--- src/rtl/load_store_unit_if.sv ---
// Bus interfaces for the load/store unit: CPU request side and word-ported data-memory side.
interface cpu_bus_if #(
  parameter int ADDR_WIDTH = 11
);
  logic                  req;
  logic                  is_store;
  logic [1:0]            size;
  logic                  is_unsigned;
  logic [ADDR_WIDTH-1:0] addr;
  logic [31:0]           store_data;
  logic                  busy;
  logic                  done;
  logic                  error;
  logic [31:0]           load_data;

  modport master (output req, is_store, size, is_unsigned, addr, store_data,
                  input  busy, done, error, load_data);
  modport slave  (input  req, is_store, size, is_unsigned, addr, store_data,
                  output busy, done, error, load_data);
endinterface

interface mem_bus_if #(
  parameter int ADDR_WIDTH = 11
);
  logic                  MemRead;
  logic                  MemWrite;
  logic [ADDR_WIDTH-1:0] address;
  logic [31:0]           write_data;
  logic [31:0]           read_data;

  modport master (output MemRead, MemWrite, address, write_data, input  read_data);
  modport slave  (input  MemRead, MemWrite, address, write_data, output read_data);
endinterface

--- src/rtl/load_store_unit.sv ---
// Big-endian load/store initiator; sub-word stores go through read-modify-write.
// Define MISALIGN_TRAP_EN to trap misaligned requests instead of forcing alignment.
module load_store_unit #(
  parameter int ADDR_WIDTH = 11
) (
  input logic       clock,
  input logic       reset,
  cpu_bus_if.slave  cpu,
  mem_bus_if.master mem
);
  typedef enum logic [2:0] {IDLE, RD, CAP, WR, FIN} state_t;

  typedef struct packed {
    logic [ADDR_WIDTH-3:0] waddr;
    logic [1:0]            off;
    logic [1:0]            size;
    logic                  is_store;
    logic                  is_unsigned;
    logic                  trap;
    logic [15:0]           sdata;
  } req_t;

  state_t      state, state_nxt;
  req_t        r_q, r_in;
  logic        accept;
  logic [1:0]  size_eff;
  logic [31:0] wdata_q, ldata_q, merged, extended;
  logic [7:0]  lane_b;
  logic [15:0] lane_h;

  assign accept   = cpu.req && (state == IDLE || state == FIN);
  assign size_eff = (cpu.size == 2'b11) ? 2'b10 : cpu.size;

  always_comb begin
    r_in             = '0;
    r_in.waddr       = cpu.addr[ADDR_WIDTH-1:2];
    r_in.size        = size_eff;
    r_in.is_store    = cpu.is_store;
    r_in.is_unsigned = cpu.is_unsigned;
    r_in.sdata       = cpu.store_data[15:0];
`ifdef MISALIGN_TRAP_EN
    r_in.off  = cpu.addr[1:0];
    r_in.trap = (size_eff == 2'b01 && cpu.addr[0]) ||
                (size_eff == 2'b10 && cpu.addr[1:0] != 2'b00);
`else
    // Without trapping, low bits are dropped so the lane is naturally aligned.
    r_in.trap = 1'b0;
    case (size_eff)
      2'b00:   r_in.off = cpu.addr[1:0];
      2'b01:   r_in.off = {cpu.addr[1], 1'b0};
      default: r_in.off = 2'b00;
    endcase
`endif
  end

  always_comb begin
    state_nxt = state;
    case (state)
      IDLE, FIN: begin
        state_nxt = IDLE;
        if (accept) begin
          if (r_in.trap)                                 state_nxt = FIN;
          else if (r_in.is_store && r_in.size == 2'b10) state_nxt = WR;
          else                                           state_nxt = RD;
        end
      end
      RD:      state_nxt = CAP;
      CAP:     state_nxt = r_q.is_store ? WR : FIN;
      WR:      state_nxt = FIN;
      default: state_nxt = IDLE;
    endcase
  end

  always_ff @(posedge clock or posedge reset) begin
    if (reset) state <= IDLE;
    else       state <= state_nxt;
  end

  // Big-endian lanes: byte 0 sits in the top byte of the word.
  always_comb begin
    case (r_q.off)
      2'b01:   lane_b = mem.read_data[23:16];
      2'b10:   lane_b = mem.read_data[15:8];
      2'b11:   lane_b = mem.read_data[7:0];
      default: lane_b = mem.read_data[31:24];
    endcase
    lane_h = r_q.off[1] ? mem.read_data[15:0] : mem.read_data[31:16];

    case (r_q.size)
      2'b00:   extended = {{24{lane_b[7] & ~r_q.is_unsigned}}, lane_b};
      2'b01:   extended = {{16{lane_h[15] & ~r_q.is_unsigned}}, lane_h};
      default: extended = mem.read_data;
    endcase

    merged = mem.read_data;
    if (r_q.size == 2'b00) begin
      case (r_q.off)
        2'b00: merged[31:24] = r_q.sdata[7:0];
        2'b01: merged[23:16] = r_q.sdata[7:0];
        2'b10: merged[15:8]  = r_q.sdata[7:0];
        2'b11: merged[7:0]   = r_q.sdata[7:0];
      endcase
    end else if (r_q.size == 2'b01) begin
      if (r_q.off[1]) merged[15:0]  = r_q.sdata;
      else            merged[31:16] = r_q.sdata;
    end
  end

  always_ff @(posedge clock or posedge reset) begin
    if (reset) begin
      r_q     <= '0;
      wdata_q <= '0;
      ldata_q <= '0;
    end else begin
      if (accept) begin
        r_q <= r_in;
        if (r_in.is_store && r_in.size == 2'b10 && !r_in.trap) wdata_q <= cpu.store_data;
      end
      if (state == CAP) begin
        if (r_q.is_store) wdata_q <= merged;
        else              ldata_q <= extended;
      end
    end
  end

  assign mem.MemRead    = (state == RD);
  assign mem.MemWrite   = (state == WR);
  assign mem.address    = (state == RD || state == WR) ? {r_q.waddr, 2'b00} : '0;
  assign mem.write_data = wdata_q;

  assign cpu.busy      = (state == RD) || (state == CAP) || (state == WR);
  assign cpu.done      = (state == FIN);
  assign cpu.error     = (state == FIN) && r_q.trap;
  assign cpu.load_data = ldata_q;
endmodule

--- src/flat_wrapper.sv ---
// flat-port wrapper written by rule: the top's interface ports become plain ports
module load_store_unit_flat 
#(
  parameter int ADDR_WIDTH = 11
)
  (clock, reset, cpu_req, cpu_is_store, cpu_size, cpu_is_unsigned, cpu_addr, cpu_store_data, cpu_busy, cpu_done, cpu_error, cpu_load_data, mem_MemRead, mem_MemWrite, mem_address, mem_write_data, mem_read_data);
  cpu_bus_if #(.ADDR_WIDTH(ADDR_WIDTH)) cpu_i ();
  mem_bus_if #(.ADDR_WIDTH(ADDR_WIDTH)) mem_i ();
  input logic clock;
  input logic reset;
  input wire logic [$bits(cpu_i.req)-1:0] cpu_req;
  input wire logic [$bits(cpu_i.is_store)-1:0] cpu_is_store;
  input wire logic [$bits(cpu_i.size)-1:0] cpu_size;
  input wire logic [$bits(cpu_i.is_unsigned)-1:0] cpu_is_unsigned;
  input wire logic [$bits(cpu_i.addr)-1:0] cpu_addr;
  input wire logic [$bits(cpu_i.store_data)-1:0] cpu_store_data;
  output wire logic [$bits(cpu_i.busy)-1:0] cpu_busy;
  output wire logic [$bits(cpu_i.done)-1:0] cpu_done;
  output wire logic [$bits(cpu_i.error)-1:0] cpu_error;
  output wire logic [$bits(cpu_i.load_data)-1:0] cpu_load_data;
  output wire logic [$bits(mem_i.MemRead)-1:0] mem_MemRead;
  output wire logic [$bits(mem_i.MemWrite)-1:0] mem_MemWrite;
  output wire logic [$bits(mem_i.address)-1:0] mem_address;
  output wire logic [$bits(mem_i.write_data)-1:0] mem_write_data;
  input wire logic [$bits(mem_i.read_data)-1:0] mem_read_data;
  assign cpu_i.req = cpu_req;
  assign cpu_i.is_store = cpu_is_store;
  assign cpu_i.size = cpu_size;
  assign cpu_i.is_unsigned = cpu_is_unsigned;
  assign cpu_i.addr = cpu_addr;
  assign cpu_i.store_data = cpu_store_data;
  assign cpu_busy = cpu_i.busy;
  assign cpu_done = cpu_i.done;
  assign cpu_error = cpu_i.error;
  assign cpu_load_data = cpu_i.load_data;
  assign mem_MemRead = mem_i.MemRead;
  assign mem_MemWrite = mem_i.MemWrite;
  assign mem_address = mem_i.address;
  assign mem_write_data = mem_i.write_data;
  assign mem_i.read_data = mem_read_data;
  load_store_unit #(.ADDR_WIDTH(ADDR_WIDTH)) u_core (.clock(clock), .reset(reset), .cpu(cpu_i), .mem(mem_i));
endmodule
--- config.mk ---
export PLATFORM = sky130hd
export DESIGN_NAME = load_store_unit_flat
export DESIGN_NICKNAME = d
export VERILOG_FILES = /design/src/rtl/load_store_unit_if.sv /design/src/rtl/load_store_unit.sv /design/src/flat_wrapper.sv
export SDC_FILE = /design/constraint.sdc
export NUM_CORES = 1
export LEC_CHECK = 0
export BUFFER_PORTS_ARGS = -buffer_cell sky130_fd_sc_hd__clkbuf_2
export CAP_MARGIN = 20
export CORE_MARGIN = 1.5
export CORE_UTILIZATION = 56
export CTS_CLUSTER_DIAMETER = 200
export DETAILED_ROUTE_END_ITERATION = 7
export GPL_TIMING_DRIVEN = 0
export PLACE_DENSITY = 0.88
export REMOVE_ABC_BUFFERS = 1
export SLEW_MARGIN = 20
export SYNTH_ARGS = -nofsm -noshare
export SYNTH_HDL_FRONTEND = slang
export SYNTH_SLANG_ARGS = --single-unit
--- constraint.sdc ---
create_clock -name clock -period 4.87 [get_ports clock]
set_input_delay 0.2435 -clock clock [delete_from_list [all_inputs] [get_ports clock]]
set_output_delay 0.2435 -clock clock [all_outputs]
set_load 0.01 [all_outputs]
==> impl_metrics.csv <==
group,metric,value,unit
timing,final.setup.worst_slack,2.19,ns
drt,viasPerCell,6.04,
yosys,ys_warn_count,0,
timing,finalHoldViolCount,0,
drt,drt-pass1-iter-count,6,
timing,setup_viol,0,
clock_tree,cts_root_buf,"clkbuf_8",
placed_design,port-buffer-count,158,
critical_path,max_stage_delay,0.63,ns
min_path,min_path_cells,3,
die,die_y,100,µm
placed_design,finalWeightedCongestion,0.914,
timing,tightest_slew,0.953,ns
yosys,synth.avg_cell_area,9.06,µm²
die,dieWidth,100,µm
drt,ant_nets,0,
power_and_ir_drop,p_seq_share,39.8,%
clock_tree,clk_latency,0.37,ns
power_and_ir_drop,swShare,44.4,%
yosys,yosysSeqAreaShare,46.3,%
placed_design,dpl-instance-area,0.00612,mm²
timing,relSlewSlack,36.3,%
layout,area_growth,20.4,%
min_path,hold_start,"cpu_addr[8]",
drt,drt-initial-drc-count,536,
power_and_ir_drop,power.internal,2.33,mW
critical_path,path_max_fanout,17,
critical_path,path_class,"flop to flop",
timing,rsz0062_at_grt,"false",
power_and_ir_drop,power_switching,1.85,mW
layout,antenna_cells,0,
critical_path,slowest_stage,"nor3b_2",
drt,routed_wl,15.2,mm
die,coreArea,0.00920,mm²
clock_tree,postCtsHoldBufs,1,
timing,finalClockSkew,0.00887,ns
timing,fin_crit_sh,55.0,%
yosys,ys.flop_type,"dfrtp_1",
critical_path,cp_cell_sequence,"nor3b_2 > buf_6 > nand3_2 > buf_16 > mux2i_1 > mux2i_1",
yosys,synthesis.area,0.00530,mm²
critical_path,r2r_cells,6,
clock_tree,clk_pin_slew,0.10,ns
grt,grt_max_degree,82,
die,start_util,57.6,%
grt,grt_pass1_wl,24.3,mm
layout,layout_commonest_cell,"clkbuf_2",
critical_path,crit_required,5.11,ns
grt,antenna_found_initial,0,
yosys,synth_cell_types,46,
power_and_ir_drop,vdd_drop_max,0.000357,V
clock_tree,clkSinkCount,98,
clock_tree,clk_path_buf_depth,2,
grt,gr-total-overflow,0,
yosys,ys_seq_elements,98,
clock_tree,post-cts-setup-buffers,0,
layout,layout_common_cells,"158 x clkbuf_2, 142 x nand2_1, 95 x dfrtp_1, 46 x mux2i_1, 32 x a21oi_1",
drt,drcViolationCount,0,
clock_tree,cts_tree,"built",
power_and_ir_drop,p_leak,3.32,nW
layout,finalNetCount,802,
power_and_ir_drop,power_density,655,mW/mm²
timing,period_needed,2.68,ns
critical_path,worstSetupStartpointType,"flop",
layout,drive_above_1_share,28.6,%
drt,routedWlPerCell,18.2,µm
power_and_ir_drop,clkPwrFrac,13.5,%
grt,grt_pass1_vias,4840,
drt,num_vias,5051,
critical_path,r2r-start,"u_core.state[1]",
timing,fin_setup_tns,0,ns
flow_run,cap_violations,0,
yosys,synth_edf_count,0,
placed_design,place_ws,1.97,ns
timing,slew_violations,0,
clock_tree,htreeDepth,3,
critical_path,arrival,2.92,ns
yosys,syn_inst,585,
critical_path,crit_top_cell,"mux2i_1",
critical_path,endpoint_kind,"flop",
clock_tree,numCtsBuffers,9,
min_path,min_path_type,"input port to flop",
die,row_count,35,
yosys,synth_async_sr_flop_share,100,%
critical_path,crit_path_start,"u_core.state[1]",
power_and_ir_drop,power_frac_comb,46.8,%
die,design.die.area,0.0101,mm²
grt,grt.total_usage,31.0,%
layout,final_area,0.00638,mm²
run_status,status,"completed",
die,ioPinCount,162,
clock_tree,cts_resized,0,
placed_design,hpwl,10.6,mm
power_and_ir_drop,power,4.18,mW
timing,max_freq,373,MHz
==> final timing paths <==
check / end / slack, ns
max in group asynchronous: u_core.r_q[1] / 3.88
hold / removal: u_core.r_q[29] / 0.06
setup / recovery: u_core.mem.write_data[13] / 2.19
hold reg to reg: u_core.r_q[28] / 0.48
setup reg to reg: u_core.mem.write_data[13] / 2.19
min in group asynchronous: u_core.mem.write_data[19] / 0.33
==> layout make-up <==
type                            count  area [µm²]
Clock buffer                       11         151
Clock inverter                      5        62.6
Fill cell                         737        2820
Inverter                           11        46.3
Multi-Input combinational cell    432        2590
Sequential cell                    98        2460
Tap cell                          111         139
Timing Repair Buffer              168         935
==> per-layer routing <==
metal  vias to the layer above  track usage, %  routed length, µm
li1                       2317               -                  -
met1                      2414            42.1               6430
met2                       282            48.1               6970
met3                        38            6.41               1350
met4                         0            13.7                468
met5                         -               0                  0
==> cells in the mapped netlist, drive strengths merged (4+ instances only) <==
master	instances	area (µm²)
a221oi	4	35.0
or3	9	56.3
mux2i	46	460
nor4b	5	58.8
nand3b	5	37.5
a22oi	9	67.6
and2	12	75.1
a2bb2oi	8	70.1
nand3	24	125
buf	25	151
dfrtp	98	2450
a211oi	12	90.1
o21ai	31	155
nor2b	5	31.3
nand4bb	4	45.0
nor2	19	73.8
a21oi	34	178
nand2	143	537
and3	10	62.6
clkbuf	21	78.8
a31oi	10	62.6
o221ai	7	61.3
inv	11	41.3
mux2	9	101
==> critical path: cells and delay by family, from the launching register on <==
kind | cells | cell delay [ns]
buffers and inverters | 2 | 0.61
DFF | 1 | 0.48
muxes | 2 | 0.32
and+or+nand+nor | 2 | 1.12
==> cells by family after synthesis <==
family | synth area share, %
flops | 46.3
simple gates | 22.7
compound gates | 15.2
buf+inv | 5.13
other cells | 0.0708
mux | 10.6
==> power by group through the flow <==
stage	logic [mW]	clock network, mW	registers, mW
2_1_floorplan	1.12	0	1.66
3_3_place_gp	1.83	0	1.63
3_5_place_dp	1.93	0	1.66
4_1_cts	1.95	0.565	1.64
5_1_grt	2.16	0.595	1.71
6_report	1.95	0.563	1.66
==> per-stage QoR <==
| stage | utilization (%) | hold WS (ns) | std cells |
|---|---|---|---|
| final | 69.4 | 0.0583 | 836 |
| after global routing | 69.4 | 0.0652 | 836 |
| after CTS | 69.0 | 0.0575 | 835 |
| after detailed placement | 66.6 | 0.176 | 818 |
| after global placement | 65.3 | 0.433 | 810 |
| after floorplan | - | 0.349 | 541 |
==> sequential cells by signal, summed over array words and instances, names as in the netlist <==
signal                 flops
u_core.r_q                31
u_core.mem.write_data     32
u_core.cpu.load_data      32
u_core.state               3
Power figures use the tool's default switching activity.
